--- src/rtl/ps2_pkg.sv ---
// Shared definitions for the PS/2 keyboard sequencer: set-2 scan-code
// constants, the pop FSM state encoding and the queued key-event record.
package ps2_pkg;

  localparam logic [7:0] SC_EXT  = 8'hE0;
  localparam logic [7:0] SC_BRK  = 8'hF0;
  localparam logic [7:0] SC_ERR0 = 8'h00;
  localparam logic [7:0] SC_ERRF = 8'hFF;

  typedef enum logic [1:0] {
    IDLE   = 2'd0,
    POP    = 2'd1,
    SETTLE = 2'd2
  } ps2_state_t;

  typedef struct packed {
    logic [7:0] code;
    logic       ext;
    logic       brk;
  } ps2_evt_t;

  // Keyboard reports internal errors / buffer overrun with 00 or FF.
  function automatic logic is_err_byte(input logic [7:0] b);
    return (b == SC_ERR0) || (b == SC_ERRF);
  endfunction

endpackage

--- src/rtl/ps2_evt_fifo.sv ---
// Event FIFO between the decode FSM and the CPU-side register block.
// Wrap-bit pointers give full/empty without an occupancy counter. The head
// output shows the entry at the read pointer; while empty it keeps showing
// the last head so software reading stale fields sees a stable value.
module ps2_evt_fifo
  import ps2_pkg::*;
#(
  parameter int DEPTH = 4
) (
  input  logic     clk,
  input  logic     clrn,
  input  logic     push,
  input  ps2_evt_t push_evt,
  input  logic     pop,
  output ps2_evt_t head,
  output logic     full,
  output logic     empty,
  output logic     drop
);

  localparam int AW = (DEPTH > 1) ? $clog2(DEPTH) : 1;

  ps2_evt_t       mem_q [DEPTH];
  logic [AW:0]    wr_ptr_q, wr_ptr_d;
  logic [AW:0]    rd_ptr_q, rd_ptr_d;
  ps2_evt_t       hold_q, hold_d;
  logic           wr_en;
  logic           rd_en;

  // Flags, pointer advance and head selection.
  always_comb begin
    empty    = (wr_ptr_q == rd_ptr_q);
    full     = (wr_ptr_q[AW] != rd_ptr_q[AW]) &&
               (wr_ptr_q[AW-1:0] == rd_ptr_q[AW-1:0]);
    wr_en    = push && !full;
    drop     = push && full;
    rd_en    = pop && !empty;
    wr_ptr_d = wr_ptr_q + {{AW{1'b0}}, wr_en};
    rd_ptr_d = rd_ptr_q + {{AW{1'b0}}, rd_en};
    hold_d   = empty ? hold_q : mem_q[rd_ptr_q[AW-1:0]];
    head     = hold_d;
  end

  // Pointer and held-head registers.
  always_ff @(posedge clk or posedge clrn) begin
    if (clrn) begin
      wr_ptr_q <= '0;
      rd_ptr_q <= '0;
      hold_q   <= '0;
    end else begin
      wr_ptr_q <= wr_ptr_d;
      rd_ptr_q <= rd_ptr_d;
      hold_q   <= hold_d;
    end
  end

  // Storage; only ever read while non-empty, so it needs no reset.
  always_ff @(posedge clk) begin
    if (wr_en) mem_q[wr_ptr_q[AW-1:0]] <= push_evt;
  end

endmodule

--- src/rtl/ps2_kbd_sequencer.sv ---
// PS/2 keyboard sequencer: pops bytes from the receiver FIFO one at a time
// (IDLE -> POP -> SETTLE), folds E0/F0 prefixes into key events, queues them
// for the CPU side, counts make events and keeps sticky error/overflow flags.
// Optional: define TYPEMATIC_FILTER_EN to discard auto-repeated make events.
module ps2_kbd_sequencer
  import ps2_pkg::*;
#(
  parameter int EVT_DEPTH = 4,
  parameter int CNT_W     = 8
) (
  input  logic             clk,
  input  logic             clrn,
  input  logic             kb_ready,
  input  logic [7:0]       kb_data,
  input  logic             kb_overflow,
  output logic             kb_nextdata_n,
  output logic             evt_valid,
  input  logic             evt_ready,
  output logic [7:0]       evt_code,
  output logic             evt_ext,
  output logic             evt_brk,
  output logic [CNT_W-1:0] make_cnt,
  output logic             err_sticky,
  output logic             ovf_sticky,
  input  logic             err_clr
);

  ps2_state_t       state_q, state_d;
  logic [7:0]       byte_q, byte_d;
  logic             nextdata_n_q, nextdata_n_d;
  logic             ext_q, ext_d;
  logic             brk_q, brk_d;
  logic [CNT_W-1:0] make_cnt_q, make_cnt_d;
  logic             err_q, err_d;
  logic             ovf_q, ovf_d;
  logic             err_set;
  logic             push;
  ps2_evt_t         push_evt;
  ps2_evt_t         fifo_head;
  logic             fifo_full;
  logic             fifo_empty;
  logic             fifo_drop;
`ifdef TYPEMATIC_FILTER_EN
  logic [8:0]       last_make_q, last_make_d;
  logic             last_vld_q, last_vld_d;
  logic             repeat_make;
`endif

  ps2_evt_fifo #(
    .DEPTH(EVT_DEPTH)
  ) u_evt_fifo (
    .clk     (clk),
    .clrn    (clrn),
    .push    (push),
    .push_evt(push_evt),
    .pop     (evt_valid && evt_ready),
    .head    (fifo_head),
    .full    (fifo_full),
    .empty   (fifo_empty),
    .drop    (fifo_drop)
  );

  // Pop sequencing, prefix decode, event push and make counting.
  always_comb begin
    state_d      = state_q;
    byte_d       = byte_q;
    nextdata_n_d = 1'b1;
    ext_d        = ext_q;
    brk_d        = brk_q;
    make_cnt_d   = make_cnt_q;
    err_set      = 1'b0;
    push         = 1'b0;
    push_evt     = '{code: byte_q, ext: ext_q, brk: brk_q};
`ifdef TYPEMATIC_FILTER_EN
    last_make_d  = last_make_q;
    last_vld_d   = last_vld_q;
    repeat_make  = 1'b0;
`endif
    unique case (state_q)
      IDLE: begin
        // Prefixes also wait for space so a whole key sequence never stalls
        // halfway with its final byte unable to land.
        if (kb_ready && !fifo_full) begin
          byte_d       = kb_data;
          nextdata_n_d = 1'b0;
          state_d      = POP;
        end
      end
      POP: begin
        state_d = SETTLE;
        if (byte_q == SC_EXT) begin
          ext_d = 1'b1;
        end else if (byte_q == SC_BRK) begin
          brk_d = 1'b1;
        end else begin
          ext_d = 1'b0;
          brk_d = 1'b0;
          if (is_err_byte(byte_q)) begin
            err_set = 1'b1;
          end else begin
`ifdef TYPEMATIC_FILTER_EN
            repeat_make = !brk_q && last_vld_q && (last_make_q == {byte_q, ext_q});
            if (!brk_q && !repeat_make) begin
              last_make_d = {byte_q, ext_q};
              last_vld_d  = 1'b1;
            end
            if (brk_q && last_vld_q && (last_make_q == {byte_q, ext_q}))
              last_vld_d = 1'b0;
            push = !repeat_make;
`else
            push = 1'b1;
`endif
            if (push && !fifo_full && !brk_q)
              make_cnt_d = make_cnt_q + CNT_W'(1);
          end
        end
      end
      SETTLE: state_d = IDLE;
      default: state_d = IDLE;
    endcase
  end

  // Sticky flags: a set condition beats a simultaneous clear.
  always_comb begin
    err_d = err_set ? 1'b1 : (err_clr ? 1'b0 : err_q);
    ovf_d = (kb_overflow || fifo_drop) ? 1'b1 : (err_clr ? 1'b0 : ovf_q);
  end

  // Control state; reset mid-pop releases the strobe before the receiver pops.
  always_ff @(posedge clk or posedge clrn) begin
    if (clrn) begin
      state_q      <= IDLE;
      nextdata_n_q <= 1'b1;
      ext_q        <= 1'b0;
      brk_q        <= 1'b0;
      make_cnt_q   <= '0;
      err_q        <= 1'b0;
      ovf_q        <= 1'b0;
`ifdef TYPEMATIC_FILTER_EN
      last_vld_q   <= 1'b0;
`endif
    end else begin
      state_q      <= state_d;
      nextdata_n_q <= nextdata_n_d;
      ext_q        <= ext_d;
      brk_q        <= brk_d;
      make_cnt_q   <= make_cnt_d;
      err_q        <= err_d;
      ovf_q        <= ovf_d;
`ifdef TYPEMATIC_FILTER_EN
      last_vld_q   <= last_vld_d;
`endif
    end
  end

  // Captured byte (and last make key); qualified by state / valid bit.
  always_ff @(posedge clk) begin
    byte_q      <= byte_d;
`ifdef TYPEMATIC_FILTER_EN
    last_make_q <= last_make_d;
`endif
  end

  assign kb_nextdata_n = nextdata_n_q;
  assign evt_valid     = !fifo_empty;
  assign evt_code      = fifo_head.code;
  assign evt_ext       = fifo_head.ext;
  assign evt_brk       = fifo_head.brk;
  assign make_cnt      = make_cnt_q;
  assign err_sticky    = err_q;
  assign ovf_sticky    = ovf_q;

endmodule

--- config.mk ---
export PLATFORM = sky130hd
export DESIGN_NAME = ps2_kbd_sequencer
export DESIGN_NICKNAME = d
export VERILOG_FILES = /design/src/rtl/ps2_pkg.sv /design/src/rtl/ps2_evt_fifo.sv /design/src/rtl/ps2_kbd_sequencer.sv
export SDC_FILE = /design/constraint.sdc
export NUM_CORES = 1
export LEC_CHECK = 0
export CAP_MARGIN = 30
export CORE_MARGIN = 10
export CORE_UTILIZATION = 36
export DETAILED_ROUTE_END_ITERATION = 7
export HOLD_SLACK_MARGIN = 0.03
export SLEW_MARGIN = 20
export SYNTH_ARGS = -nofsm -noshare
export SYNTH_HDL_FRONTEND = slang
export SYNTH_SLANG_ARGS = --single-unit
--- constraint.sdc ---
create_clock -name clk -period 7 [get_ports clk]
set_input_delay 1.05 -clock clk [delete_from_list [all_inputs] [get_ports clk]]
set_output_delay 1.05 -clock clk [all_outputs]
set_load 0.01 [all_outputs]
======== Yosys cells after proc, flatten, opt, wreduce, memory -nomap -nowiden ========
Memories as Yosys holds them, arrays and structs flattened.
Cells that the tools add are included.
cells by class
  divide/modulo/power cells ............... 0
  muxes and demuxes ....................... 21
  multipliers ............................. 0
  eq/ne operators ......................... 9
  bitwise logic cells ..................... 3
  order comparisons ....................... 0
  shifts and indexed selects .............. 0
  add/subtract/negate cells ............... 3
  reductions and logical operators ........ 20
operator list
  cell                                                  count
  equality test 8 bit (second input constant)           3
  2-to-1 mux 1 bit                                      18
  2-to-1 mux 10 bit                                     1
  adder 8 x 1 -> 8 bit (second input constant)          1
  logical NOT 8 bit                                     1
  logical AND 1 bit                                     7
  adder 3 x 1 -> 3 bit                                  2
  AND reduction 2 bit                                   3
  AND reduction 5 bit                                   1
  inequality test 2 bit (second input constant)         2
  one-hot mux 2 bit (2 select lines)                    1
  nonzero test 2 bit                                    2
  equality test 3 bit                                   1
  logical NOT 1 bit                                     3
  NOT 1 bit                                             3
  equality test 2 x 1 -> 1 bit (second input constant)  1
  equality test 2 bit                                   1
  logical NOT 2 bit                                     1
  logical OR 1 bit                                      2
  2-to-1 mux 2 bit                                      1
  inequality test 1 bit                                 1
word-level totals
  word-level logic and storage cells ...... 70
  input bits .............................. 14
  memories kept ........................... 1
  RAM bits ................................ 40
  bits in latches ......................... 0
  output and inout bits ................... 22
  flip-flop bits (word level) ............. 39
  bits in read-only memories .............. 0
memories
  name              depth  width  rd ports  clocked after Yosys merged registers in  wr ports  RTL line            RTL
  u_evt_fifo.mem_q  4      10     1         0                                        1         ps2_evt_fifo.sv:23  ps2_evt_t mem_q [DEPTH];

======== Depth between registers and ports, before layout ========
Gate-level depths: netlist of the first run.
  depth in word-level cells ............... 9
  depth in mapped cells ................... 8
  gate-level depth less buffers ........... 7

======== Hierarchy ========
From an unflattened synthesis of the first run, not the netlist that was laid out.
unflattened totals
  cells, all modules ...................... 180
  area total of the unflattened synthesis .. 3161.8 um^2
modules (own cells, without submodules)
  module             area each (um^2)  seq. area each (um^2)  cells each  times used
  ps2_evt_fifo       2193.4            1601.5                 103         1
  ps2_kbd_sequencer  968.4             616.8                  77          1

======== Worst setup path before layout of the first run ========
OpenSTA, ideal clock, no wires.
  path kind ............................... register -> output
  from .................................... register u_evt_fifo.rd_ptr_q[0]
  to ...................................... output evt_brk
  data arrival time ....................... 1473 ps
  stages on the path, launching flop included .. 4
  buffers on the path ..................... 1
  slack ................................... 4477 ps
  required time ........................... 5950 ps
  cell sequence ........................... dfrtp_1 -> buf_2 -> mux4_2 -> mux2_2
on the way
  longest elaborated chain between the ends .. 2
  elaborated cells on any way between the ends .. 3
  those cells by class .................... eq/ne (1); mux (1); memory (1)
RTL lines
  item                                                                    RTL line                 RTL
  from (decl)                                                             ps2_evt_fifo.sv:25       logic [AW:0] rd_ptr_q, rd_ptr_d;
  from (signal assigned)                                                  ps2_evt_fifo.sv:52       rd_ptr_q <= rd_ptr_d;
  memory read (4 x 10 bit) / equality test 3 bit (equally long branches)  -
  2-to-1 mux 10 bit (*)                                                   ps2_evt_fifo.sv:40       hold_d = empty ? hold_q : mem_q[rd_ptr_q[AW-1:0]];
  to (decl)                                                               ps2_kbd_sequencer.sv:21  output logic evt_brk,
Every way passes the cells marked *; elsewhere a longest branch is shown, timed or not.

======== Final worst setup path of the first run ========
  from .................................... register u_evt_fifo.rd_ptr_q[0]
  to ...................................... output evt_code[1]
on the way
  longest elaborated chain between the ends .. 2
  elaborated cells on any way between the ends .. 3
  those cells by class .................... eq/ne (1); mux (1); memory (1)
RTL lines
  item                                                                    RTL line                 RTL
  memory read (4 x 10 bit) / equality test 3 bit (equally long branches)  -
  2-to-1 mux 10 bit (*)                                                   ps2_evt_fifo.sv:40
  to (decl)                                                               ps2_kbd_sequencer.sv:19  output logic [7:0] evt_code,
Marked as above.

==> reports/metrics.yaml, run 1 <==
status: "finished clean"
synth.top_cell.area_share_pct: 47.1
critPathTopFamily: "flip-flops"
timing.final.crit_share_pct: 54.6
tns_ns: 0
viasPerCell: 4.79
final_net_count: 235
hold_path_depth: 1
start_kind: "flip-flop"
n_fill_cell: 745
p_clk_share_pct: 18.6
hold_start: "state_q[0]"
tritoncts: "yes"
clock_latency_ns: 0.34
synthesis.nets: 189
cts_num_sinks: 79
antenna_found_initial: 0
max_cap_violations: 0
period_minus_slack_ns: 3.82
cts_setup_buffers: 0
ys_ff_latch: 79
grtUsageTotal_pct: 9.05
holdCritPathClass: "flip-flop to flip-flop"
max_stage_delay_ns: 0.81
r2r-start: "u_evt_fifo.rd_ptr_q[0]"
syn_inst: 170
slowest_stage: "dfrtp_1"
start_util_pct: 37.1
r2r-end: "u_evt_fifo.mem_q[1][6]"
h-tree-depth: 3
area_growth_pct: 22.5
fin_skew_ns: 0.0131
cellLeakagePower_nw: 1.38
worstRegToRegCells: 7
cts.clk_slew.worst_paths_ns: 0.09
synthFlopType: "edfxtp_1"
die_w_um: 112
syn-cell-area_um2: 3060
syn_avg_cell_area_um2: 18.0
max-slew-margin-rel_pct: 39.7
synthTopCellsByArea: "edfxtp_1, dfrtp_1, mux4_2"
clk_path_buf_depth: 2
r2r_slack_ns: 4.21
tightest_slew_ns: 0.900
wl_per_cell_um: 16.8
cts_buffers: 9
critical_path_class: "flip-flop to primary output"
slew_viol_final: 0
gr-total-overflow: 0
n_antenna_cell: 0
rsz0062_at_grt: "false"
pre_cts_slack_ns: 3.43
hold_end: "state_q[0]"
end_kind: "primary output"
crit_fanout: 12
yosysUniqueCellTypes: 36
via_count: 1563
grt_pass1_wl_um: 8960
synth-edff-count: 48
ir_drop_mv: 0.224
routed_wirelength_um: 5480
antenna_left: 0
first_pass_iters: 4
root_buffer: "clkbuf_8"
worstPathCellList: "xor2_1 > nor2_1 > nand2_1 > mux2_2 > clkdlybuf4s50_1"
chipHeight_um: 112
yosys-top-cells-count: "edfxtp_1, dfrtp_1, nor2_1"
async_flop_share_pct: 39.2
rows: 33
combinationalPowerShare_pct: 34.7
port_buffers: 35
power_density_nw_per_um2: 444
critical_path_depth: 5
setup_viol: 0
ys_seq_area_share_pct: 72.5
hold_viol_final: 0
hold_buffers: 0
swShare_pct: 31.7
worstPathRequired_ns: 5.95
dr.first_iter.drc_count: 105
gp_congestion: 0.703
synth.most_common_cell: "edfxtp_1"
power_frac_seq_pct: 46.7
cts.repair.resized: 0
fmax_mhz: 262
dp_hpwl_um: 3610
ys.warnings.count: 0
grt_pass1_vias: 1683
core_area_um2: 8260
boundaryPins: 36
critical_path_arrival_ns: 2.77
p_sw_w: 0.000527
route.detailed.drc: 0
intPower_w: 0.00114
yosysTopAreaCell: "edfxtp_1"
crit_buf_inv: 1
grt_max_degree: 32
drive_gt1_share_pct: 22.6
fin_ws_ns: 3.18
dieArea_um2: 12600
[worst max-delay path by stage]
stage / from / endpoint / slack, ns
2_1_floorplan: u_evt_fifo.rd_ptr_q[0] / evt_brk / 4.48
3_3_place_gp: u_evt_fifo.rd_ptr_q[0] / evt_code[7] / 3.50
3_5_place_dp: u_evt_fifo.rd_ptr_q[0] / evt_code[7] / 3.43
4_1_cts: u_evt_fifo.rd_ptr_q[0] / evt_code[7] / 3.08
5_1_grt: u_evt_fifo.rd_ptr_q[0] / evt_code[1] / 2.88
6_report: u_evt_fifo.rd_ptr_q[0] / evt_code[1] / 3.18
[metal layers]
layer	global-route usage, %	vias to the layer above	wire (um)
met3	4.47	6	413
met4	3.05	0	58
met5	0	-	0
met1	11.0	778	2430
li1	-	736	-
met2	13.7	43	2590
[state kept, by name (all words and copies together) (netlist names), 2 cells and up]
register / flops
byte_q: 8
u_evt_fifo.rd_ptr_q: 3
state_q: 2
make_cnt: 8
u_evt_fifo.mem_q: 40
u_evt_fifo.hold_q: 10
u_evt_fifo.wr_ptr_q: 3
[area by class of cell]
type                    count  area [um^2]  area share [%]
well taps                 105          131            3.50
flip-flops and latches     79         2220            59.2
clock buffers              12          155            4.14
inverters                   5         21.3           0.567
clock inverters             4         28.8           0.767
repair buffers             38          370            9.88
multi-input cells          83          825            22.0
[cell families after synthesis]
logic type / synth area share [%]
XOR/XNOR: 3.43
flip-flops: 72.5
adder cells (fa/ha/maj): 2.04
buffers and inverters: 1.14
multiplexers: 11.5
AND/OR/NAND/NOR: 7.60
AO/OA/AOI/OAI: 1.80
[metrics by stage]
stage	total power, W	cells	cell area [um^2]	utilization, %	hold slack, ns
4_1_cts	0.00169	324	3740	45.3	0.495
3_5_place_dp	0.00138	308	3550	43.0	0.471
2_1_floorplan	0.00111	170	3060	-	0.427
6_report	0.00166	326	3750	45.4	0.486
5_1_grt	0.00178	326	3750	45.4	0.514
3_3_place_gp	0.00137	308	3550	43.0	0.463
[layout by cell type (no fill, tap or decap), types with 2 or more instances in the layout]
cell type        instances
edfxtp_1                48
clkdlybuf4s50_1         35
dfrtp_1                 30
nor2_1                  11
clkbuf_8                11
mux4_2                  10
mux2_2                  10
nand2_1                  6
xnor2_1                  6
xor2_1                   6
ha_1                     5
nand3_1                  4
inv_1                    4
nor3_1                   3
inv_4                    2
clkinv_4                 2
buf_4                    2
[power by group through the flow]
stage / Clock, W / Combinational [W] / Sequential [W]
after floorplan: 0 / 0.000370 / 0.000737
after detailed placement: 0 / 0.000587 / 0.000791
final: 0.000309 / 0.000577 / 0.000777
after CTS: 0.000321 / 0.000591 / 0.000782
after global placement: 0 / 0.000580 / 0.000786
after global routing: 0.000344 / 0.000637 / 0.000803
Note: power is estimated with default switching activity, not from simulation.
==> inputs of run 2 (changes only) <==
==> constraint.sdc (replaced) <==
create_clock -name clk -period 3.2 [get_ports clk]
set_input_delay 0.48 -clock clk [delete_from_list [all_inputs] [get_ports clk]]
set_output_delay 0.48 -clock clk [all_outputs]
set_load 0.01 [all_outputs]
==> run 2 against run 1 <==
Compared with the run above: clock power rose by 130%; design area up 1.5%; sequential share of layout area down 0.86 points; clock-buffer cell count unchanged; die area stayed put; register-to-register slack worse by 3.1 ns; non-clock buffer count grew 6; flip-flop and latch count unchanged; first-iteration DRC count is 49% lower; critical path type unchanged; largest cell class unchanged.
==> reports/metrics.yaml, run 2 (synthesis gave the netlist of run 1 again) <==
first_pass_iters: 4  # unchanged
fin_util_pct: 46.1  # was 45.4%
largest_reg_flops: 40  # unchanged
grt_pass1_wl_um: 9140  # was 8960 um
end_kind: "primary output"  # unchanged
cts_setup_buffers: 0  # unchanged
start_kind: "flip-flop"  # unchanged
die_w_um: 112  # unchanged
power_density_nw_per_um2: 978  # was 444 nW/um^2
cts.clk_slew.worst_paths_ns: 0.08  # was 0.09 ns
grt_pass1_vias: 1768  # was 1683
p_sw_w: 0.00115  # was 0.000527 W
swShare_pct: 30.8  # was 31.7%
wl_per_cell_um: 16.3  # was 16.8 um
rows: 33  # unchanged
antenna_found_initial: 0  # unchanged
boundaryPins: 36  # unchanged
dp_hpwl_um: 3740  # was 3610 um
p_clk_share_pct: 19.2  # was 18.6%
final_common_cell: "edfxtp_1"  # unchanged
final_net_count: 241  # was 235
cellLeakagePower_nw: 1.42  # was 1.38 nW
gr-total-overflow: 0  # unchanged
tns_ns: 0  # unchanged
status: "finished clean"  # unchanged
chipHeight_um: 112  # unchanged
critical_path_class: "flip-flop to primary output"  # unchanged
dieArea_um2: 12600  # unchanged
setup_viol: 0  # unchanged
dr.first_iter.drc_count: 54  # was 105
n_antenna_cell: 0  # unchanged
hold_viol_final: 0  # unchanged
area_growth_pct: 24.3  # was 22.5%
gp_congestion: 0.745  # was 0.703
holdCritPathClass: "flip-flop to flip-flop"  # unchanged
pre_cts_slack_ns: 0.684  # was 3.43 ns
crit_fanout: 12  # unchanged
cts_buffers: 9  # unchanged
slew_viol_final: 0  # unchanged
tightest_slew_ns: 0.585  # was 0.900 ns
start_util_pct: 37.1  # unchanged
period_minus_slack_ns: 2.88
combinationalPowerShare_pct: 36.9  # was 34.7%
grt_max_degree: 32  # unchanged
antenna_left: 0  # unchanged
port_buffers: 35  # unchanged
root_buffer: "clkbuf_8"  # unchanged
intPower_w: 0.00258  # was 0.00114 W
viasPerCell: 4.70  # was 4.79
worstPathRequired_ns: 2.72  # was 5.95 ns
grtUsageTotal_pct: 9.23  # was 9.05%
fin_ws_ns: 0.319  # was 3.18 ns
routed_wirelength_um: 5410  # was 5480 um
core_area_um2: 8260  # unchanged
timing.final.crit_share_pct: 90.0
rsz0062_at_grt: "false"  # unchanged
route.detailed.drc: 0  # unchanged
mostFrequentLayoutCells: "edfxtp_1, clkdlybuf4s50_1, dfrtp_1"  # unchanged
clock_latency_ns: 0.34  # about the same
tritoncts: "yes"  # unchanged
ir_drop_mv: 0.393  # was 0.224 mV
max_cap_violations: 0  # unchanged
cts.repair.resized: 0  # unchanged
critical_path_arrival_ns: 2.40  # was 2.77 ns
clk_path_buf_depth: 2  # unchanged
fin_skew_ns: 0.00872  # was 0.0131 ns
drive_gt1_share_pct: 24.2  # was 22.6%
max-slew-margin-rel_pct: 60.9  # was 39.7%
h-tree-depth: 3  # unchanged
fmax_mhz: 347
power_frac_seq_pct: 43.8  # was 46.7%
cts_num_sinks: 79  # unchanged
hold_buffers: 0  # unchanged
via_count: 1562  # was 1563
power_w: 0.00372  # was 0.00166 W
==> run 2: path summary, 6_finish.rpt <==
| path | startpoint | to | slack [ns] | cells past startpoint |
|---|---|---|---|---|
| min | state_q[1] | state_q[0] | 0.48 | 1 |
| max | u_evt_fifo.wr_ptr_q[1] | evt_code[0] | 0.32 | 5 |
| min in group asynchronous | clrn | u_evt_fifo.hold_q[9] | 0.52 | 3 |
| max reg2reg | byte_q[0] | u_evt_fifo.wr_ptr_q[2] | 1.07 | 7 |
| min reg2reg | state_q[1] | state_q[0] | 0.48 | 1 |
| max in group asynchronous | clrn | kb_nextdata_n | 2.35 | 3 |
==> run 2: routing by layer <==
metal  vias up  track usage (%)  part of all wire [%]
met5         -                0                     0
met3         2             5.11                   9.2
li1        747                -                     -
met2        45             14.5                    48
met1       768             10.6                    42
met4         0             2.54                  0.54
==> run 2: critical path, cell delays in order, from the launching register on <==
cell and delay, ns:
dfrtp_1 0.44, xor2_1 0.21, nor2_1 0.07, nand2_1 0.44, mux2_2 0.41, clkdlybuf4s50_1 0.48
==> run 2: cell type report <==
class | instances | area [um^2]
repair buffers | 44 | 418
inverters | 5 | 21.3
well taps | 105 | 131
clock buffers | 12 | 176
flip-flops and latches | 79 | 2220
clock inverters | 4 | 25.0
multi-input cells | 83 | 815
fillers | 746 | 4450
==> run 2: power groups by stage <==
stage / Clock (W) / Combinational (W) / Sequential, W
after CTS: 0.000744 / 0.00142 / 0.00164
after global routing: 0.000791 / 0.00152 / 0.00168
after detailed placement: 0 / 0.00141 / 0.00166
after floorplan: 0 / 0.000809 / 0.00161
final: 0.000716 / 0.00137 / 0.00163
after global placement: 0 / 0.00140 / 0.00165
==> run 2: metrics by stage <==
| step | hold WS, ns | instance area [um^2] | cells |
|---|---|---|---|
| 6_report | 0.482 | 3800 | 332 |
| 5_1_grt | 0.506 | 3800 | 332 |
| 4_1_cts | 0.490 | 3800 | 332 |
| 3_5_place_dp | 0.470 | 3600 | 316 |
| 3_3_place_gp | 0.462 | 3600 | 316 |
| 2_1_floorplan | 0.427 | 3060 | 170 |
